<file path="config.mk">
export PLATFORM = sky130hd
export DESIGN_NAME = commit_perf_monitor
export DESIGN_NICKNAME = d
export VERILOG_FILES = /design/src/rtl/perf_mon_pkg.sv /design/src/rtl/perf_counter.sv /design/src/rtl/commit_perf_monitor.sv
export SDC_FILE = /design/constraint.sdc
export NUM_CORES = 1
export LEC_CHECK = 0
export ABC_AREA = 1
export CAP_MARGIN = 20
export CORE_UTILIZATION = 66
export DETAILED_ROUTE_END_ITERATION = 10
export PLACE_DENSITY = 0.86
export SYNTH_ARGS = -nofsm -noshare
export SYNTH_HDL_FRONTEND = slang
export SYNTH_HIERARCHICAL = 1
export SYNTH_SLANG_ARGS = --single-unit
</file>
<file path="constraint.sdc">
create_clock -name i_clk -period 6.3 [get_ports i_clk]
set_input_delay 1.89 -clock i_clk [delete_from_list [all_inputs] [get_ports i_clk]]
set_output_delay 1.89 -clock i_clk [all_outputs]
set_load 0.02 [all_outputs]
</file>
<file path="src/rtl/perf_mon_pkg.sv">
// -----------------------------------------------------------------------------
// perf_mon_pkg
//   Shared types and constants for the commit performance monitor.
//   - perf_state_e : monitor FSM state, also exported on o_state and in the
//                    status word.
//   - PERF_RD_*    : read-port address map.
//   - HALT_INSN    : encoding of "jal x0,0", the end-of-program self-loop
//                    that the halt detector looks for. The bench uses it.
// -----------------------------------------------------------------------------
package perf_mon_pkg;

  typedef enum logic [1:0] {
    PS_IDLE   = 2'd0,
    PS_RUN    = 2'd1,
    PS_HALTED = 2'd2
  } perf_state_e;

  localparam logic [2:0] PERF_RD_CYCLES  = 3'd0;
  localparam logic [2:0] PERF_RD_RETIRED = 3'd1;
  localparam logic [2:0] PERF_RD_BUBBLES = 3'd2;
  localparam logic [2:0] PERF_RD_MAXRUN  = 3'd3;
  localparam logic [2:0] PERF_RD_HALTPC  = 3'd4;
  localparam logic [2:0] PERF_RD_STATUS  = 3'd5;

  localparam logic [31:0] HALT_INSN = 32'h0000_006f;

endpackage : perf_mon_pkg

</file>
<file path="src/rtl/perf_counter.sv">
// -----------------------------------------------------------------------------
// perf_counter
//   Unsigned event counter with synchronous clear.
//   Configuration macro: PERF_SATURATE_EN
//     defined   - the count sticks at all-ones and never wraps
//     undefined - the count wraps modulo 2^W (all-ones + 1 = 0)
// Ports
//   i_clk   in  1  clock
//   i_rstn  in  1  synchronous active-low reset
//   i_clr   in  1  synchronous clear; takes priority over i_inc
//   i_inc   in  1  add one this cycle
//   o_cnt   out W  current count
// -----------------------------------------------------------------------------
module perf_counter #(
  parameter int W = 32
) (
  input  logic         i_clk,
  input  logic         i_rstn,
  input  logic         i_clr,
  input  logic         i_inc,
  output logic [W-1:0] o_cnt
);

  logic [W-1:0] cnt_q;
  logic [W-1:0] cnt_d;

  always_comb begin
    // NOTE: every combinational output gets a default first, so no path
    // leaves it unassigned and no latch is inferred.
    cnt_d = cnt_q;
    if (i_clr) begin
      cnt_d = '0;
    end else if (i_inc) begin
`ifdef PERF_SATURATE_EN
      if (cnt_q != {W{1'b1}}) begin
        cnt_d = cnt_q + W'(1);
      end
`else
      cnt_d = cnt_q + W'(1);
`endif
    end
  end

  // NOTE: state registers use non-blocking assignments so every flop samples
  // the pre-edge values, independent of process evaluation order.
  always_ff @(posedge i_clk) begin
    if (!i_rstn) begin
      cnt_q <= '0;
    end else begin
      cnt_q <= cnt_d;
    end
  end

  assign o_cnt = cnt_q;

endmodule : perf_counter

</file>
<file path="src/rtl/commit_perf_monitor.sv">
// -----------------------------------------------------------------------------
// commit_perf_monitor
//   Watches the core's commit stream and accumulates cycles, retired
//   instructions, bubbles and the longest bubble run. It detects the
//   end-of-program self-loop (the same PC committing HALT_REPEAT times in a
//   row, bubbles in between allowed) and then freezes everything in HALTED
//   until reset or i_clr. All results are visible on a registered read port.
//   Configuration macro: PERF_SATURATE_EN (saturating counters, see
//   perf_counter).
// Ports
//   i_clk       in  1      core clock
//   i_rstn      in  1      synchronous active-low reset
//   i_pc_debug  in  32     PC of the committing instruction
//   i_insn_vld  in  1      1 = instruction committed, 0 = bubble
//   i_clr       in  1      synchronous soft clear of all state
//   i_rd_addr   in  3      read select (PERF_RD_*; 6 and 7 read 0)
//   o_rd_data   out CNT_W  selected value, one cycle after i_rd_addr
//   o_halted    out 1      halt detected (sticky)
//   o_state     out 2      FSM state
// Parameters
//   CNT_W        counter width, >= 32 so the halt PC fits on the read bus
//   HALT_REPEAT  consecutive same-PC commits that declare halt, >= 2
// -----------------------------------------------------------------------------
module commit_perf_monitor
  import perf_mon_pkg::*;
#(
  parameter int CNT_W       = 32,
  parameter int HALT_REPEAT = 4
) (
  input  logic             i_clk,
  input  logic             i_rstn,
  input  logic [31:0]      i_pc_debug,
  input  logic             i_insn_vld,
  input  logic             i_clr,
  input  logic [2:0]       i_rd_addr,
  output logic [CNT_W-1:0] o_rd_data,
  output logic             o_halted,
  output perf_state_e      o_state
);

  localparam int RPT_W = $clog2(HALT_REPEAT);

  perf_state_e      state_q,    state_d;
  logic [CNT_W-1:0] max_run_q,  max_run_d;
  logic [31:0]      halt_pc_q,  halt_pc_d;
  logic [31:0]      last_pc_q,  last_pc_d;
  logic [RPT_W-1:0] rpt_q,      rpt_d;
  logic [CNT_W-1:0] rd_data_q,  rd_data_d;

  logic [CNT_W-1:0] cycles;
  logic [CNT_W-1:0] retired;
  logic [CNT_W-1:0] bubbles;
  logic [CNT_W-1:0] cur_run;

  logic cyc_inc;
  logic ret_inc;
  logic bub_inc;
  logic run_inc;
  logic run_clr;

  // ---------------------------------------------------------------------------
  // Event counters
  // ---------------------------------------------------------------------------
  perf_counter #(.W(CNT_W)) u_cycles (
    .i_clk (i_clk),
    .i_rstn(i_rstn),
    .i_clr (i_clr),
    .i_inc (cyc_inc),
    .o_cnt (cycles)
  );

  perf_counter #(.W(CNT_W)) u_retired (
    .i_clk (i_clk),
    .i_rstn(i_rstn),
    .i_clr (i_clr),
    .i_inc (ret_inc),
    .o_cnt (retired)
  );

  perf_counter #(.W(CNT_W)) u_bubbles (
    .i_clk (i_clk),
    .i_rstn(i_rstn),
    .i_clr (i_clr),
    .i_inc (bub_inc),
    .o_cnt (bubbles)
  );

  // The current bubble run restarts at every commit, so its clear also fires
  // on a counted commit, not only on the soft clear.
  perf_counter #(.W(CNT_W)) u_cur_run (
    .i_clk (i_clk),
    .i_rstn(i_rstn),
    .i_clr (run_clr),
    .i_inc (run_inc),
    .o_cnt (cur_run)
  );

  // ---------------------------------------------------------------------------
  // FSM next state, counter enables, halt detection and max_run
  // ---------------------------------------------------------------------------
  always_comb begin
    state_d   = state_q;
    max_run_d = max_run_q;
    halt_pc_d = halt_pc_q;
    last_pc_d = last_pc_q;
    rpt_d     = rpt_q;
    cyc_inc   = 1'b0;
    ret_inc   = 1'b0;
    bub_inc   = 1'b0;
    run_inc   = 1'b0;
    run_clr   = i_clr;

    if (i_clr) begin
      // A commit in the clear cycle is dropped on purpose.
      state_d   = PS_IDLE;
      max_run_d = '0;
      halt_pc_d = '0;
      last_pc_d = '0;
      rpt_d     = '0;
    end else begin
      unique case (state_q)
        PS_IDLE: begin
          // Pre-fill bubbles are ignored; the first commit starts the run
          // and is itself counted.
          if (i_insn_vld) begin
            state_d   = PS_RUN;
            cyc_inc   = 1'b1;
            ret_inc   = 1'b1;
            last_pc_d = i_pc_debug;
            rpt_d     = '0;
          end
        end

        PS_RUN: begin
          cyc_inc = 1'b1;
          if (i_insn_vld) begin
            ret_inc   = 1'b1;
            run_clr   = 1'b1;
            last_pc_d = i_pc_debug;
            if (cur_run > max_run_q) begin
              max_run_d = cur_run;
            end
            // Bubbles leave rpt_q alone; only a commit at a new PC resets it.
            if (i_pc_debug == last_pc_q) begin
              rpt_d = rpt_q + RPT_W'(1);
            end else begin
              rpt_d = '0;
            end
            if (rpt_d == RPT_W'(HALT_REPEAT - 1)) begin
              state_d   = PS_HALTED;
              halt_pc_d = i_pc_debug;
            end
          end else begin
            bub_inc = 1'b1;
            run_inc = 1'b1;
          end
        end

        PS_HALTED: begin
          // Everything frozen until reset or i_clr.
        end

        default: begin
          state_d = PS_IDLE;
        end
      endcase
    end
  end

  // ---------------------------------------------------------------------------
  // Read mux
  // ---------------------------------------------------------------------------
  always_comb begin
    rd_data_d = '0;
    if (!i_clr) begin
      unique case (i_rd_addr)
        PERF_RD_CYCLES:  rd_data_d = cycles;
        PERF_RD_RETIRED: rd_data_d = retired;
        PERF_RD_BUBBLES: rd_data_d = bubbles;
        PERF_RD_MAXRUN:  rd_data_d = max_run_q;
        PERF_RD_HALTPC:  rd_data_d = CNT_W'(halt_pc_q);
        PERF_RD_STATUS:  rd_data_d = CNT_W'({o_halted, state_q});
        default:         rd_data_d = '0;
      endcase
    end
  end

  // ---------------------------------------------------------------------------
  // State registers
  // ---------------------------------------------------------------------------
  always_ff @(posedge i_clk) begin
    if (!i_rstn) begin
      state_q   <= PS_IDLE;
      max_run_q <= '0;
      halt_pc_q <= '0;
      last_pc_q <= '0;
      rpt_q     <= '0;
      rd_data_q <= '0;
    end else begin
      state_q   <= state_d;
      max_run_q <= max_run_d;
      halt_pc_q <= halt_pc_d;
      last_pc_q <= last_pc_d;
      rpt_q     <= rpt_d;
      rd_data_q <= rd_data_d;
    end
  end

  assign o_halted  = (state_q == PS_HALTED);
  assign o_state   = state_q;
  assign o_rd_data = rd_data_q;

endmodule : commit_perf_monitor

</file>
Word-level counts from Yosys, hierarchy flattened
Index checks and enable logic that the tools add are counted.

storage, ports and cells
  flip-flop bits (word level) = 260
  input port bits = 39
  output and inout bits = 35
  logic and storage cells = 63

cells by class
  add/sub/neg operators = 5
  $lt $le $gt $ge = 1
  equality and inequality tests = 12
  multiplexer cells = 22
  bitwise logic cells = 2
  reduce and logical (&&, ||, !) cells = 11

operators by type and width
  kind                                            count
  case mux 32 bit (6 select lines)                1
  adder 32 x 1 -> 32 bit (second input constant)  4
  == test 32 bit                                  1
  greater-than comparator 32 bit                  1
  2-to-1 mux 2 bit                                9
  2-to-1 mux 1 bit                                9
  AND reduction 3 bit                             3
  == test 3 x 2 -> 1 bit (second input constant)  2
  == test 3 bit (second input constant)           2
  != test 2 bit (second input constant)           3
  case mux 2 bit (3 select lines)                 1
  OR reduction 2 bit                              3
  == test 2 bit (second input constant)           2
  case mux 2 bit (2 select lines)                 1
  AND reduction 4 bit                             1
  == test 3 x 1 -> 1 bit (second input constant)  1
  logical NOT 3 bit                               1
  adder 2 x 1 -> 2 bit (second input constant)    1
  == test 2 x 1 -> 1 bit (second input constant)  1
  logical NOT 2 bit                               1
  inverter 1 bit                                  2
  case mux 1 bit (2 select lines)                 1
  AND reduction 2 bit                             1
  nonzero test 2 bit                              1

Longest topological paths before layout
Gate-level depths: netlist of the first run.

  word-level depth = 9
  mapped depth = 17

Hierarchy
The synthesis of the first run kept the hierarchy.

by module, submodules not included
  module               instances  cells each  area each (µm²)  seq. area each (µm²)
  perf_counter         4          284         1,798.0          640.6
  commit_perf_monitor  1          1,026       7,033.0          2,642.5

Worst setup path before layout of the first run
Ideal clock, no wire load.

  kind = input -> register
  start = input i_insn_vld
  end = register u_cycles.cnt_q[27], in the netlist u_cycles/o_cnt[27]
  library setup time = 115 ps
  arrival = 3,189 ps
  required time = 6,185 ps
  path slack = 2,996 ps
  stages on the path = 13
  buffers on the path = 2
  path through = inv_2 nor2_2 inv_2 clkbuf_1 a21oi_1 buf_4 nand2_1 nor2_4 nand3_1 nor2_1 nand3_1 nand2_1 nor2_1

on the way
  word-level cells in the longest chain between the ends = 3

RTL lines
  element                          line                        RTL
  from (decl)                      commit_perf_monitor.sv:33   input logic i_insn_vld,
  2-to-1 mux 1 bit                 commit_perf_monitor.sv:125  if (i_insn_vld) begin
  case mux 1 bit (2 select lines)  commit_perf_monitor.sv:121  unique case (state_q)
  2-to-1 mux 1 bit                 commit_perf_monitor.sv:113  if (i_clr) begin
  net cyc_inc                      commit_perf_monitor.sv:55   logic cyc_inc;
  to (signal assigned)             perf_counter.sv:50          cnt_q <= cnt_d;
  to (decl)                        perf_counter.sv:24          logic [W-1:0] cnt_q;

The timed path passes the listed nets, and every way through them passes these cells.
A chain may end at the register's enable or synchronous reset.

Worst setup path in the final report of the first run
  start = input i_pc_debug[27]
  end = register halt_pc_q[3]

on the way
  word-level cells in the longest chain between the ends = 7

RTL lines
  element                               line                        RTL
  from (decl)                           commit_perf_monitor.sv:32   input logic [31:0] i_pc_debug,
  == test 32 bit                        commit_perf_monitor.sv:144  if (i_pc_debug == last_pc_q) begin
  2-to-1 mux 2 bit                      commit_perf_monitor.sv:144
  2-to-1 mux 2 bit                      commit_perf_monitor.sv:136  if (i_insn_vld) begin
  2-to-1 mux 2 bit                      commit_perf_monitor.sv:121
  2-to-1 mux 2 bit                      commit_perf_monitor.sv:113
  == test 2 bit                         commit_perf_monitor.sv:149  if (rpt_d == RPT_W'(HALT_REPEAT - 1)) begin
  AND reduction 3 bit (no source line)  -
  to (signal assigned)                  commit_perf_monitor.sv:202  halt_pc_q <= halt_pc_d;
  to (decl)                             commit_perf_monitor.sv:45   logic [31:0] halt_pc_q, halt_pc_d;

Every way passes these cells. The select of a mux whose other input is x is not followed.

==> results.sh, run 1 <==
export IMPL_die_h_um=149
export IMPL_maxSlewViolCount=0
export IMPL_rows=53
export IMPL_placed_cell_area_um2=15100
export IMPL_irDropWorstVdd_mv=0.214
export IMPL_avgSynthCellArea_um2=6.58
export IMPL_rsz0062_at_grt="no"
export IMPL_setup_slack_ps=2160
export IMPL_synth_nets=2237
export IMPL_grt_antenna_before_repair=0
export IMPL_cts_sinks=260
export IMPL_leakage_nw=6.17
export IMPL_crit_path_start_kind="primary input"
export IMPL_wirelength_um=42500
export IMPL_initial_core_util_pct=67.5
export IMPL_holdWs_ps=482
export IMPL_power_mw=3.65
export IMPL_yosysUniqueCellTypes=36
export IMPL_max_freq_ghz=0.242
export IMPL_final_util_pct=76.6
export IMPL_dp_cells=2453
export IMPL_antenna_left=0
export IMPL_synthCells=2162
export IMPL_fin_cells=2505
export IMPL_die_w_um=149
export IMPL_fillerInstances=1633
export IMPL_cts_root_buffer="clkbuf_16"
export IMPL_hold_buffers=0
export IMPL_seq_area_um2=5200
export IMPL_synth_seq_cells=260
export IMPL_netlist_area_um2=14200
export IMPL_diodes=0
export IMPL_multi_input_area_um2=7550
export IMPL_hold_end="max_run_q[19]"
export IMPL_post_route_period_util_pct=65.6
export IMPL_cp_max_fo=31
export IMPL_io_buffers=73
export IMPL_syn_to_final_growth_pct=13.6
export IMPL_cts_setup_buffers=0
export IMPL_grt_first_pass_wirelength_um=66600
export IMPL_drive_gt1_share_pct=7.22
export IMPL_layout_common_cells="nand2_1 (482), nor2_1 (394), inv_1 (297)"
export IMPL_finalInstanceArea_um2=16200
export IMPL_cts_resized=0
export IMPL_drtIter0Drc=1289
export IMPL_r2r_slack_ps=3680
export IMPL_timing_rr_end="halt_pc_q[3]"
export IMPL_ys_seq_area_share_pct=36.6
export IMPL_worst_r2r_startpoint="last_pc_q[27]"
export IMPL_globalRouteMet1Util_pct=45.8
export IMPL_grtUsageTotal_pct=38.0
export IMPL_dieArea_um2=22100
export IMPL_worst_r2r_cell_count=10
export IMPL_required_ps=6780
export IMPL_hold_viol=0
export IMPL_place_ws_ps=1790
export IMPL_tightest_slew_ps=1050
export IMPL_numCtsBuffers=28
export IMPL_cts_buffer_depth=3
export IMPL_finClkSkew_ps=8.48
export IMPL_cts_tree="built"
export IMPL_overflow=0
export IMPL_finalSetupViolations=0
export IMPL_nets=2285
export IMPL_insertion_delay_ps=540
export IMPL_max_cap_violations=0
export IMPL_hpwl_um=31300
export IMPL_grt_pass1_vias=13200
export IMPL_grt_use_met3_pct=6.09
export IMPL_hp_start="max_run_q[19]"
export IMPL_synth_edf_count=0
export IMPL_grt_most_used_layer="met2"
export IMPL_htree_levels=1
export IMPL_postSynth_asyncResetShare_pct=0
export IMPL_status="finished, final reports clean"
export IMPL_use_met2_pct=66.0
export IMPL_cts_clk_slew_worst_paths_ps=60
export IMPL_tns_ps=0
export IMPL_place_congestion=1.04
export IMPL_cp_end_kind="flip-flop"
export IMPL_grt_max_degree=65
export IMPL_min_path_cells=2
export IMPL_io_pins=74
export IMPL_vias=14500
export IMPL_avgRoutedWirePerCell_um=17.0
export IMPL_core_um2=21100
export IMPL_hp_class="reg -> reg"
export IMPL_layout_commonest_cell="nand2_1"
export IMPL_yosysWarnings=6
export IMPL_synth_flop_cell="dfxtp_1"
export IMPL_slew_headroom_pct=29.8
export IMPL_vias_per_cell=5.78
export IMPL_drc_errors=0
export IMPL_worstSetupPathType="in -> reg"
export IMPL_post_route_min_period_ps=4140
export IMPL_power_density_nw_per_um2=226
export IMPL_dr_pass1_iters=8
export IMPL_cp_arrival_ps=4610
[where the power goes]
group / internal (mW) / switching, mW
Clock: 1.12 / 0.690
Sequential: 1.65 / 0.00812
Combinational: 0.0609 / 0.116
Total: 2.83 / 0.815
[flip-flops by register name (all words and copies together) (netlist names)]
name	cells
o_rd_data	32
u_cur_run/o_cnt	32
rpt_q	2
o_state	2
u_bubbles/o_cnt	32
u_cycles/o_cnt	32
max_run_q	32
halt_pc_q	32
u_retired/o_cnt	32
last_pc_q	32
[worst max-delay path, stage by stage]
cell	delay (ps)
clkdlybuf4s50_1	490
xnor2_1	240
nand2_1	80
nor2_1	160
nand2_1	130
nor2_4	180
nand4_2	670
buf_4	500
nand2_1	90
nand2_1	60
nor2_1	120
[worst max-delay path by stage]
stage / startpoint / end / slack [ps] / cells past startpoint
floorplan: i_insn_vld / u_cycles/o_cnt[27] / 3000 / 13
global placement: i_pc_debug[11] / halt_pc_q[20] / 1840 / 12
detailed placement: i_pc_debug[21] / halt_pc_q[3] / 1790 / 14
CTS: i_pc_debug[27] / halt_pc_q[3] / 2230 / 11
global route: i_pc_debug[27] / halt_pc_q[21] / 1950 / 11
finish: i_pc_debug[27] / halt_pc_q[3] / 2160 / 11
[synthesized netlist by cell type, types with 26 or more instances]
master | n | area [um2]
o21ai_0 | 74 | 370
nand2_1 | 482 | 1810
o221ai_1 | 29 | 254
a21oi_1 | 147 | 736
inv_1 | 297 | 1110
nor2_4 | 30 | 338
ha_1 | 36 | 450
clkbuf_1 | 37 | 139
nor2_1 | 395 | 1480
nand3_1 | 144 | 721
nand4_1 | 52 | 325
nor2_2 | 26 | 163
a221oi_1 | 29 | 254
dfxtp_1 | 260 | 5200
[area by class of cell]
cell class / instances / area share (%)
well taps: 275 / 2.13
clock buffers: 34 / 4.79
inverters: 303 / 7.04
clock inverters: 16 / 1.55
multi-input cells: 1526 / 46.7
flip-flops and latches: 260 / 32.2
repair buffers: 91 / 5.56
[metal layers]
metal | part of all wire, % | vias up
li1 | - | 7031
met1 | 39 | 6621
met2 | 48 | 702
met3 | 8.3 | 137
met4 | 4.4 | 0
met5 | 0 | -
[kinds of logic (layout without fill, tap and decap cells)]
group / count (synthesis) / in the layout / synth area share (%)
AOI/OAI and AO/OA: 299 / 299 / 12.3
buffers and inverters: 376 / 444 / 10.5
xor gates and xnor gates: 21 / 21 / 1.29
and+or+nand+nor: 1170 / 1170 / 36.1
DFF: 260 / 260 / 36.6
adders and majority gates: 36 / 36 / 3.17
Note: power is estimated with default switching activity, not from simulation.
==> run 2, diff against run 1 <==
Settings changed: CORE_UTILIZATION 66 to 55, PLACE_DENSITY 0.86 to 0.76.
Clock period 6.3 ns to 3.7 ns, I/O delays scaled along.
==> run 2 against run 1 <==
  * Critical path depth decreased by 8
  * Wire length increased by 1.8%
  * Sequential cell count unchanged
  * Global-route usage is 5.3 points lower
  * Design area increased by 0.37%
==> results.sh, run 2 (synthesis gave the netlist of run 1 again) <==
export IMPL_crit_path_start_kind="flip-flop"
export IMPL_cp_max_fo=5
export IMPL_hp_class="reg -> reg"
export IMPL_tightest_slew_ps=652
export IMPL_io_pins=74
export IMPL_layout_common_cells="nand2_1 (482), nor2_1 (394), inv_1 (297)"
export IMPL_worst_r2r_startpoint="max_run_q[30]"
export IMPL_insertion_delay_ps=550
export IMPL_drc_errors=0
export IMPL_rsz0062_at_grt="no"
export IMPL_cp_cell_sequence="inv_1 -> nor2_1 -> clkdlybuf4s50_1"
export IMPL_leakage_nw=6.17
export IMPL_max_cap_violations=0
export IMPL_maxSlewViolCount=0
export IMPL_power_density_nw_per_um2=379
export IMPL_clock_power_share_pct=49.1
export IMPL_dp_cells=2512
export IMPL_fin_cells=2564
export IMPL_core_um2=25300
export IMPL_grt_antenna_before_repair=0
export IMPL_avgRoutedWirePerCell_um=16.9
export IMPL_status="finished, final reports clean"
export IMPL_p_int_mw=4.72
export IMPL_hpwl_um=32300
export IMPL_slew_headroom_pct=56.5
export IMPL_grtUsageTotal_pct=32.7
export IMPL_die_h_um=163
export IMPL_setup_slack_ps=670
export IMPL_final_util_pct=64.2
export IMPL_critPathBufInv=2
export IMPL_hp_start="max_run_q[24]"
export IMPL_cts_clk_slew_worst_paths_ps=60
export IMPL_dr_pass1_iters=6
export IMPL_initial_core_util_pct=56.3
export IMPL_vias_per_cell=5.55
export IMPL_drive_gt1_share_pct=7.48
export IMPL_vias=14200
export IMPL_overflow=0
export IMPL_min_path_cells=2
export IMPL_cts_root_buffer="clkbuf_16"
export IMPL_cts_resized=0
export IMPL_cts_sinks=260
export IMPL_swShare_pct=23.2
export IMPL_place_congestion=0.938
export IMPL_grt_max_degree=83
export IMPL_slowest_delay_ps=650
export IMPL_required_ps=2590
export IMPL_finClkSkew_ps=7.44
export IMPL_r2r_slack_ps=1010
export IMPL_post_route_min_period_ps=3030
export IMPL_irDropWorstVdd_mv=0.406
export IMPL_tns_ps=0
export IMPL_die_w_um=163
export IMPL_max_freq_ghz=0.330
export IMPL_place_ws_ps=246
export IMPL_hold_end="max_run_q[24]"
export IMPL_cts_tree="built"
export IMPL_cp_arrival_ps=1920
export IMPL_worstSetupPathType="reg -> out"
export IMPL_hold_buffers=0
export IMPL_drtIter0Drc=1444
export IMPL_timing_rr_end="max_run_q[1]"
export IMPL_diodes=0
export IMPL_hold_viol=0
export IMPL_cpLargestDelayFamily="buffers and inverters"
export IMPL_crit_path_top_delay_cell="clkdlybuf4s50_1"
export IMPL_cts_setup_buffers=0
export IMPL_combPwrFrac_pct=4.9
export IMPL_critical_path_depth=3
export IMPL_nets=2287
export IMPL_numCtsBuffers=28
export IMPL_dieArea_um2=26500
export IMPL_htree_levels=1
export IMPL_rows=58
export IMPL_antenna_left=0
export IMPL_grt_pass1_vias=13100
export IMPL_wirelength_um=43300
export IMPL_switching_power_mw=1.43
export IMPL_grt_first_pass_wirelength_um=68200
export IMPL_post_route_period_util_pct=81.9
export IMPL_cts_buffer_depth=3
export IMPL_worst_r2r_cell_count=12
export IMPL_syn_to_final_growth_pct=14.0
export IMPL_io_buffers=73
export IMPL_cp_end_kind="output port"
export IMPL_layout_commonest_cell="nand2_1"
export IMPL_finalSetupViolations=0
export IMPL_pwr_share_seq_pct=46.0
[run 2: cell types whose count changed in the layout (fill, tap and decap cells not counted)]
cell | previous run | this run
buf_12 | 1 | 3
buf_16 | 1 | 0
buf_4 | 16 | 17
bufinv_16 | 6 | 5
clkbuf_1 | 2 | 0
clkbuf_8 | 3 | 1
clkinv_2 | 3 | 9
clkinv_4 | 2 | 1
clkinvlp_4 | 5 | 7
[run 2: power by group through the flow]
stage	logic [mW]	clock network [mW]	registers (mW)
floorplan	0.180	0	2.89
global placement	0.290	0	2.89
detailed placement	0.295	0	2.89
CTS	0.297	3.05	2.83
global route	0.330	3.16	2.83
finish	0.301	3.02	2.83
[run 2: stage by stage]
step                instance area [um2]  hold WS (ps)  power [mW]
finish                            16200           482        6.15
global route                      16200           507        6.32
CTS                               16200           483        6.18
detailed placement                15200           468        3.19
global placement                  15200           461        3.18
floorplan                         14200           442        3.07
[run 2: area by class of cell]
| type | count | area, um2 |
|---|---|---|
| Tap cell | 330 | 413 |
| Inverter | 303 | 1140 |
| Multi-Input combinational cell | 1526 | 7550 |
| Clock inverter | 22 | 256 |
| Clock buffer | 30 | 739 |
| Sequential cell | 260 | 5200 |
| Fill cell | 2327 | 9040 |
| Timing Repair Buffer | 93 | 918 |
[run 2: worst register-to-register path, cell delays in order (launching register included)]
cell,delay [ps]
dfxtp_1,330
inv_1,140
ha_1,330
nand2_1,60
nor2_1,140
nand2_1,110
nor3b_2,320
nand2_1,150
nand2_2,490
buf_12,270
nand3_1,110
nand2_1,100
nor2_1,50
[run 2: worst max path at each step]
stage | start | end | slack (ps)
after global routing | i_insn_vld | u_retired/o_cnt[29] | 560
final | o_state[1] | o_halted | 670
after global placement | i_insn_vld | u_retired/o_cnt[27] | 350
after CTS | o_state[1] | o_halted | 700
after detailed placement | i_insn_vld | u_retired/o_cnt[27] | 250
after floorplan | i_insn_vld | u_cycles/o_cnt[27] | 1180
[run 2: per-layer routing]
metal  track usage, %  up-vias  routed length (um)
met5                0        -                   0
met4             14.9        0                2020
met3             3.72      133                2890
met2             57.8      579               20800
met1             39.6     6470               17600
li1                 -     7037                   -
